**src/rtl/serdes_lb_pkg.sv**
```systemverilog
// serdes_lb_pkg: shared constants and FSM state type for the SERDES loopback checker
package serdes_lb_pkg;
  localparam int LANES = 8;
  localparam logic [7:0] COMMA_BYTE = 8'hBC;
  localparam logic [7:0] FILL_BYTE = 8'h4A;
  typedef enum logic [1:0] {HUNT, VERIFY, LOCKED} lb_state_e;
endpackage

```
**src/rtl/serdes_lb_word_cmp.sv**
```systemverilog
// serdes_lb_word_cmp: classifies a 64-bit word against the one-comma/seven-fill loopback pattern
module serdes_lb_word_cmp
  import serdes_lb_pkg::*;
(
  input  logic [63:0] data,
  input  logic [7:0]  k,
  input  logic [7:0]  nit,
  input  logic [7:0]  disp_err,
  output logic        good,
  output logic [2:0]  lane
);
  always_comb begin
    lane = 3'd0;
    for (int i = 0; i < LANES; i++)
      if (k[i]) lane = i[2:0];
    good = (k == (8'd1 << lane)) && ~|nit && ~|disp_err;
    for (int i = 0; i < LANES; i++)
      good &= data[8*i +: 8] == ((3'(i) == lane) ? COMMA_BYTE : FILL_BYTE);
  end
endmodule

```
**config.mk**
```make
export PLATFORM = sky130hd
export DESIGN_NAME = serdes_lb_word_cmp
export DESIGN_NICKNAME = d
export VERILOG_FILES = /design/src/rtl/serdes_lb_pkg.sv /design/src/rtl/serdes_lb_word_cmp.sv
export SDC_FILE = /design/constraint.sdc
export NUM_CORES = 1
export LEC_CHECK = 0
export CAP_MARGIN = 20
export CORE_MARGIN = 4
export CORE_UTILIZATION = 21
export DETAILED_ROUTE_END_ITERATION = 10
export PLACE_DENSITY = 0.78
export RECOVER_POWER = 50
export REMOVE_ABC_BUFFERS = 1
export SLEW_MARGIN = 20
export SYNTH_ARGS = -nofsm -noshare
export SYNTH_HDL_FRONTEND = slang
export SYNTH_SLANG_ARGS = --single-unit
export TNS_END_PERCENT = 10
```
**constraint.sdc**
```tcl
create_clock -name vclk -period 2.76
set_input_delay 0.552 -clock vclk [all_inputs]
set_output_delay 0.552 -clock vclk [all_outputs]
set_load 0.005 [all_outputs]
```
== Word level (Yosys, flattened, before mapping) ==
Index checks and enable logic that the tools add are counted.

* Bits in registers: 0
* Bits in latches: 0
* Bits in writable memories: 0
* Bits in read-only memories: 0
* Input bits: 88
* Output and inout bits: 4
* Word-level logic and storage cells: 47
* Memories: 0

* Add/subtract/negate cells: 0
* Multiply operators: 0
* Divide/modulo/power cells: 0
* Magnitude comparators: 0
* Equal/unequal tests: 16
* Shifts and indexed selects: 1
* Mux-type cells: 15
* Bitwise gates (word level): 8
* Reductions and logical operators: 7

{| class="wikitable"
|+ Operators with widths
! kind !! count
|-
| $eq A8 B8 Y1 || 9
|-
| $mux W8 || 8
|-
| $mux W3 || 6
|-
| $reduce_or A8 Y1 || 2
|-
| $eq A3 B3 Y1 const A || 4
|-
| $and A1 B1 Y1 || 8
|-
| $shl A1 B3 Y8 const A || 1
|-
| $eq A2 B3 Y1 const A || 2
|-
| $eq A1 B3 Y1 const A || 1
|-
| $logic_not A3 Y1 || 1
|-
| $logic_and A1 B1 Y1 || 2
|-
| $logic_not A1 Y1 || 2
|-
| $mux W1 || 1
|}

== Longest topological paths before layout ==
* Depth in word-level cells: 19
* Gate-level depth with buffers: 6
* Gate-level depth less buffers: 5

== Worst setup path before layout ==
Ideal clock, no wire load.

* Kind: input to output
* From: input port k[7]
* To: output port good
* Data arrival time: 2.249 ns
* Data required time: 2.208 ns
* Path slack: -0.041 ns
* Stages: 6
* Path buffers: 1
* Cell sequence: buf_2 or4b_1 or4_1 a211oi_2 nand3_1 nor4_2

* Cells in the longest elaborated chain, start to end: 13
* Elaborated cells on any way between the ends: 37
* Those cells by class: 16 x eq/ne; 1 x shift; 9 x mux; 8 x bitwise; 3 x reduce/logical

{| class="wikitable"
|+ RTL lines
! what !! RTL line !! text
|-
| start, declared || serdes_lb_word_cmp.sv:6 || <nowiki>input logic [7:0] k,</nowiki>
|-
| $mux W3 || serdes_lb_word_cmp.sv:15 || <nowiki>if (k[i]) lane = i[2:0];</nowiki>
|-
| $shl A1 B3 Y8 || serdes_lb_word_cmp.sv:16 || <nowiki>good = (k == (8'd1 << lane)) && ~|nit && ~|disp_err;</nowiki>
|-
| $eq A8 B8 Y1 || serdes_lb_word_cmp.sv:16 ||
|-
| $logic_and A1 B1 Y1 (2 in series) || serdes_lb_word_cmp.sv:16 ||
|-
| $and A1 B1 Y1 (7 in series) || serdes_lb_word_cmp.sv:18 || <nowiki>good &= data[8*i +: 8] == ((3'(i) == lane) ? COMMA_BYTE : FILL_BYTE);</nowiki>
|-
| $and A1 B1 Y1 * || serdes_lb_word_cmp.sv:18 ||
|-
| end, declared || serdes_lb_word_cmp.sv:9 || <nowiki>output logic good,</nowiki>
|}

Every way passes the cells marked *; elsewhere a longest branch is shown, timed or not.

== Worst setup path in the final report ==
* From: input port k[5]
* To: output port good

* Cells in the longest elaborated chain, start to end: 15
* Elaborated cells on any way between the ends: 39
* Those cells by class: 16 x eq/ne; 1 x shift; 11 x mux; 8 x bitwise; 3 x reduce/logical

{| class="wikitable"
|+ RTL lines
! what !! RTL line
|-
| $mux W3 (3 in series) || serdes_lb_word_cmp.sv:15
|-
| $shl A1 B3 Y8 || serdes_lb_word_cmp.sv:16
|-
| $eq A8 B8 Y1 || serdes_lb_word_cmp.sv:16
|-
| $logic_and A1 B1 Y1 (2 in series) || serdes_lb_word_cmp.sv:16
|-
| $and A1 B1 Y1 (7 in series) || serdes_lb_word_cmp.sv:18
|-
| $and A1 B1 Y1 * || serdes_lb_word_cmp.sv:18
|}

Marks and branches as above.

==> reports/qor.yml <==
power_and_ir_drop:
  power_leakage_uw: 0.0005422
  switchingPower_uw: 46.72
  p_per_area_nw_per_um2: 114.7
  vdd_drop_max_v: 0.00006752
  p_comb_frac: 1.000
  switching_share: 0.2544
  power_uw: 183.7
  power_frac_clock: 0
  internal-power_uw: 137.0
  seqPwrFrac: 0
routing:
  drt_first_pass_iters: 4
  drtIter0Drc: 18
  detail_route.wl_per_cell_um: 14.39
  drt-total-wl_um: 3036
  routed-via-count: 1075
  vias_per_cell: 5.095
  ant_nets: 0
  drc: 0
finish:
  final_util: 0.6293
  nClkBuffers: 0
  design.seq.count: 0
  drive_gt1_frac: 0.1105
  fill_cells: 234
  seqCellArea_um2: 0
  syn_to_final_growth_pct: 178.9
  antenna_cells: 0
  fin_nets: 271
global_routing:
  grt_max_degree: 9
  track_usage: 0.1552
  overflow: 0
  grt_pass1_wl_um: 4498
  grt_pass1_vias: 1140
  antenna_found_initial: 0
synth:
  ys_seq_area_frac: 0
  synthTopCellsByCount: "11 x nor4b_1, 7 x nand4b_1, 7 x nor2_1"
  synth.most_common_cell: "nor4b_1"
  avgSynthCellArea_um2: 7.179
  ys_top_cells_by_area: "nor4b_1 17%, nand4b_1 11%, nand3b_1 6.5%"
  syn_inst: 80
  synth_top_area_frac: 0.1678
  ys_warn_count: 0
  ys_types: 32
  synth_area_um2: 574.3
  synth.largest_area_cell: "nor4b_1"
sta:
  setup_viol: 1
  slew_headroom: 0.7890
  maxSlewViolCount: 0
  hold_slack_ns: 1.696
  finalCriticalPeriod_ns: 2.841
  fmax_mhz: 352.0
  worst_pin_slew_ns: 0.3116
  rsz0062_at_grt: "yes"
  fin_ws_ns: -0.08060
  fin_crit_sh: 1.029
  finalHoldViolCount: 0
setup_path:
  cpMaxStageDelayCell: "or4b_4"
  cp_data_required_time_ns: 2.21
  worstPathCellList: "buf_8 > or4b_4 > or4_4 > a211oi_2 > nand3_1 > nor4_2 > buf_2"
  endpoint_kind: "primary output"
  critPathMaxFanout: 2
  crit_arrival_ns: 2.29
  criticalPathCategory: "in2out"
  cp_slowest_stage_delay_ns: 0.53
  worst_setup_path_start_kind: "primary input"
worst_hold_path:
  hold_depth: 7
  min_path_type: "in2out"
status:
  outcome: "finished with violations"
  violations: "setup timing"
die:
  die_w_um: 60.30
  num_rows: 18
  die_h_um: 60.30
  pin_count: 92
  placeableCoreArea_um2: 2545
  initial_core_util: 0.2257
  die_area_um2: 3635
flow_run:
  cap_violations: 0
placement:
  dp_hpwl_um: 2761
  portBuffers: 92
  place.gp.congestion: 0.7710
clock_network:
  cts_hold_buf: 0
[final timing paths]
kind / start / slack (ns) / end
hold / removal: k[5] / 1.70 / good
setup / recovery: k[5] / -0.08 / good
[routing by layer]
metal | track usage | wire, um
met5 | 0 | 0
met4 | 0.03481 | 51
met3 | 0.02160 | 247
met2 | 0.3210 | 1715
met1 | 0.1580 | 1021
[worst max-delay path: cells and delay by family]
| kind | cells | cell delay [ns] |
|---|---|---|
| and+or+nand+nor | 4 | 1.30 |
| buffers and inverters | 2 | 0.25 |
| AOI/OAI and AO/OA | 1 | 0.19 |
[cell usage in the layout, fill, tap and decap left out, types with 2 or more instances in the layout]
master and instances:
mux2i_1 2, nor4b_1 10, and4b_1 3, o21ai_0 2
clkinv_1 2, buf_2 4, nor4_1 6, inv_1 3
nor2_1 7, buf_4 10, clkdlybuf4s50_1 87, nand2_1 3
nand4b_1 7, nand4_1 4, a21oi_1 3, nor3b_1 2
nand3b_1 5
[area by class of cell]
type / instances / area [um2] / share of cell area
multi-input combinational: 74 / 564.3 / 0.3523
tap: 30 / 37.54 / 0.02344
inverter: 5 / 18.77 / 0.01172
timing repair buffer: 102 / 980.9 / 0.6125
[power groups by stage]
stage	sequential (uW)	combinational [uW]	clock, uW
finish	0	184	0
global placement	0	177	0
floorplan	0	27.4	0
CTS	0	184	0
global route	0	196	0
detailed placement	0	182	0
[stage by stage]
step | setup slack, ns | cell area [um2] | instances | TNS, ns
after floorplan | 0.04485 | 569.3 | 79 | 0
after global placement | -1.046 | 1595 | 210 | -1.046
after detailed placement | -1.096 | 1595 | 210 | -1.096
after CTS | -0.09438 | 1595 | 211 | -0.09438
after global routing | -0.1533 | 1602 | 211 | -0.1533
final | -0.08060 | 1602 | 211 | -0.08060
[kinds of logic (layout without fill, tap and decap cells)]
logic type               after synthesis  after routing  synth area share
buffers and inverters                  6            107           0.04139
AO/OA/AOI/OAI                         14             14            0.1830
multiplexers                           2              2           0.03486
AND/OR/NAND/NOR                       57             57            0.7233
adder cells (fa/ha/maj)                1              1           0.01743
[what timing repair did]
item,in CTS,in global routing
pin swaps,5,1
endpoints found under the hold margin,0,0
gates resized for setup,25,1
buffers inserted,1,0
gates cloned,0,0
endpoints found under the setup margin,1,1
Note: power is estimated with default switching activity, not from simulation.
==> edit, RTL diff (config.mk and constraints unchanged) <==
Set the package constant `LANES` to 10 (it was 8).
--- a/src/rtl/serdes_lb_pkg.sv
+++ b/src/rtl/serdes_lb_pkg.sv
@@ -1,6 +1,6 @@
 // serdes_lb_pkg: shared constants and FSM state type for the SERDES loopback checker
 package serdes_lb_pkg;
-  localparam int LANES = 8;
+  localparam int LANES = 10;
   localparam logic [7:0] COMMA_BYTE = 8'hBC;
   localparam logic [7:0] FILL_BYTE = 8'h4A;
   typedef enum logic [1:0] {HUNT, VERIFY, LOCKED} lb_state_e;
Check against the original RTL: not equivalent (Yosys sat finds a counterexample).
==> edit against the unedited design <==
- the run still ends with setup timing left
- global-route usage shrank 0.22 points
- sequential share of layout area unchanged
- final area up 12%
- worst setup slack got worse by 0.035 ns
- routed wire length grew 7.0%
- total power up 11%
- non-clock buffer count is 10 higher
- critical path depth is the same
- synthesized area up 6.1%
==> edit: results (changes against the unedited design) <==
- Drt initial violations: 28 (was 18)
- VDD IR-drop max: 0.0792 mV (was 0.0675 mV)
- Pin count of the biggest net entering global routing: 10 (was 9)
- Fraction of the yosys area taken by sequential cells: 0% (unchanged)
- Via density per instance: 5.16 (was 5.09)
- RePlAce Congestion: 0.714 (was 0.771)
- Seq_cells: 0 (unchanged)
- Outcome: complete, but fails checks (unchanged)
- Netlist cell types: 32 (unchanged)
- Failing checks: setup timing (unchanged)
- CLK BUF: 0 (unchanged)
- PortBufs: 92 (unchanged)
- First-pass GRT wire length: 4.60 mm (was 4.50 mm)
- Crit-path max cell delay: 0.52 ns
- Overall Global Routing Usage: 15.3% (was 15.5%)
- Top post-synthesis cells by area: nand4b_1, nor4b_1, nor4bb_1, nor4_1, a2111oi_2 (was nor4b_1, nand4b_1, nand3b_1, nor4_1, and4b_1)
- Cell total after placement: 220 (was 210)
- Routed wire length: 3.25 mm (was 3.04 mm)
- Post-Layout Cell Count: 228 (was 211)
- Pre-CTS setup slack: -1.13 ns (was -1.10 ns)
- Synth warn: 0 (unchanged)
- Fraction of layout cells with a size suffix above 1: 23.9% (was 11.0%)
- Nets: 287 (was 271)
- # diodes: 0 (unchanged)
- Hold WC Path Type: input pin to primary output (unchanged)
- Delay-heaviest family, CP: simple AND/OR/NAND/NOR gates (unchanged)
- Leakage: 0.000661 uW (was 0.000542 uW)
- DP Wirelength: 2.69 mm (was 2.76 mm)
- Finish-stage setup viols: 1 (unchanged)
- Final Worst Setup Slack: -0.116 ns (was -0.0806 ns)
- Initial antenna violation count: 0 (unchanged)
- Average size of a mapped cell: 7.00 sq um (was 7.18 sq um)
- Number of global-route vias before repair: 1,182 (was 1,140)
- Slew HR: 77.8% (was 78.9%)
- Top cells by instance count after synthesis: nand2_1, nand4b_1, nor2_1, nor4_1, nor4b_1 (was nor4b_1, nand4b_1, nor2_1, nor4_1, nand3b_1)
- Crit path max fanout: 2 (unchanged)
- Critical path arrival: 2.32 ns (was 2.29 ns)
==> edit: kinds of logic (layout without fill, tap and decap cells) <==
group | Yosys count | count (layout) | synth area share (%)
multiplexers | 2 | 2 | 3.29
buffers and inverters | 7 | 117 | 4.31
AO/OA/AOI/OAI | 13 | 13 | 16.4
adder cells (fa/ha/maj) | 1 | 1 | 1.64
AND/OR/NAND/NOR | 64 | 64 | 74.3
==> edit: final timing paths <==
kind     start    to  slack, ns  cells past startpoint
max   data[28]  good      -0.12                      7
min       k[5]  good       1.72                      5
==> edit: cell type report <==
class,instances,area (sq um)
Tap cell,31,38.8
Inverter,5,18.8
Multi-Input combinational cell,80,704
Fill cell,227,956
Timing Repair Buffer,112,1040
==> edit: tightest hold or removal path, cell delays in order <==
cell and delay (ns):
clkbuf_2 0.13, buf_6 0.14, nand4b_1 0.16, a2111oi_4 0.08, buf_2 0.12
==> edit: repair_timing <==
item                                    in CTS  in global routing
resized for setup                           59                 16
buffers inserted                             3                  5
endpoints found under the setup margin       1                  2
pin swaps                                   13                 15
==> edit: stage by stage <==
step | TNS, ns | utilization, % | cell area (sq um)
5_1_grt | -0.193 | 65.3 | 1800
6_report | -0.116 | 65.3 | 1800
4_1_cts | -0.141 | 63.7 | 1760
2_1_floorplan | -0.0730 | - | 602
3_3_place_gp | -1.09 | 59.9 | 1650
3_5_place_dp | -1.13 | 59.9 | 1650
==> edit: layer usage <==
layer	share of wire [%]	vias to the layer above	GRT usage (%)
met5	0	-	0
met4	0	0	0
met3	11	0	2.27
met2	54	64	32.7
met1	35	525	16.2
li1	-	588	-
==> edit: report_power, final <==
part           internal (uW)  switching [uW]  total (uW)
combinational            143            60.7         203
sequential                 0               0           0
clock                      0               0           0
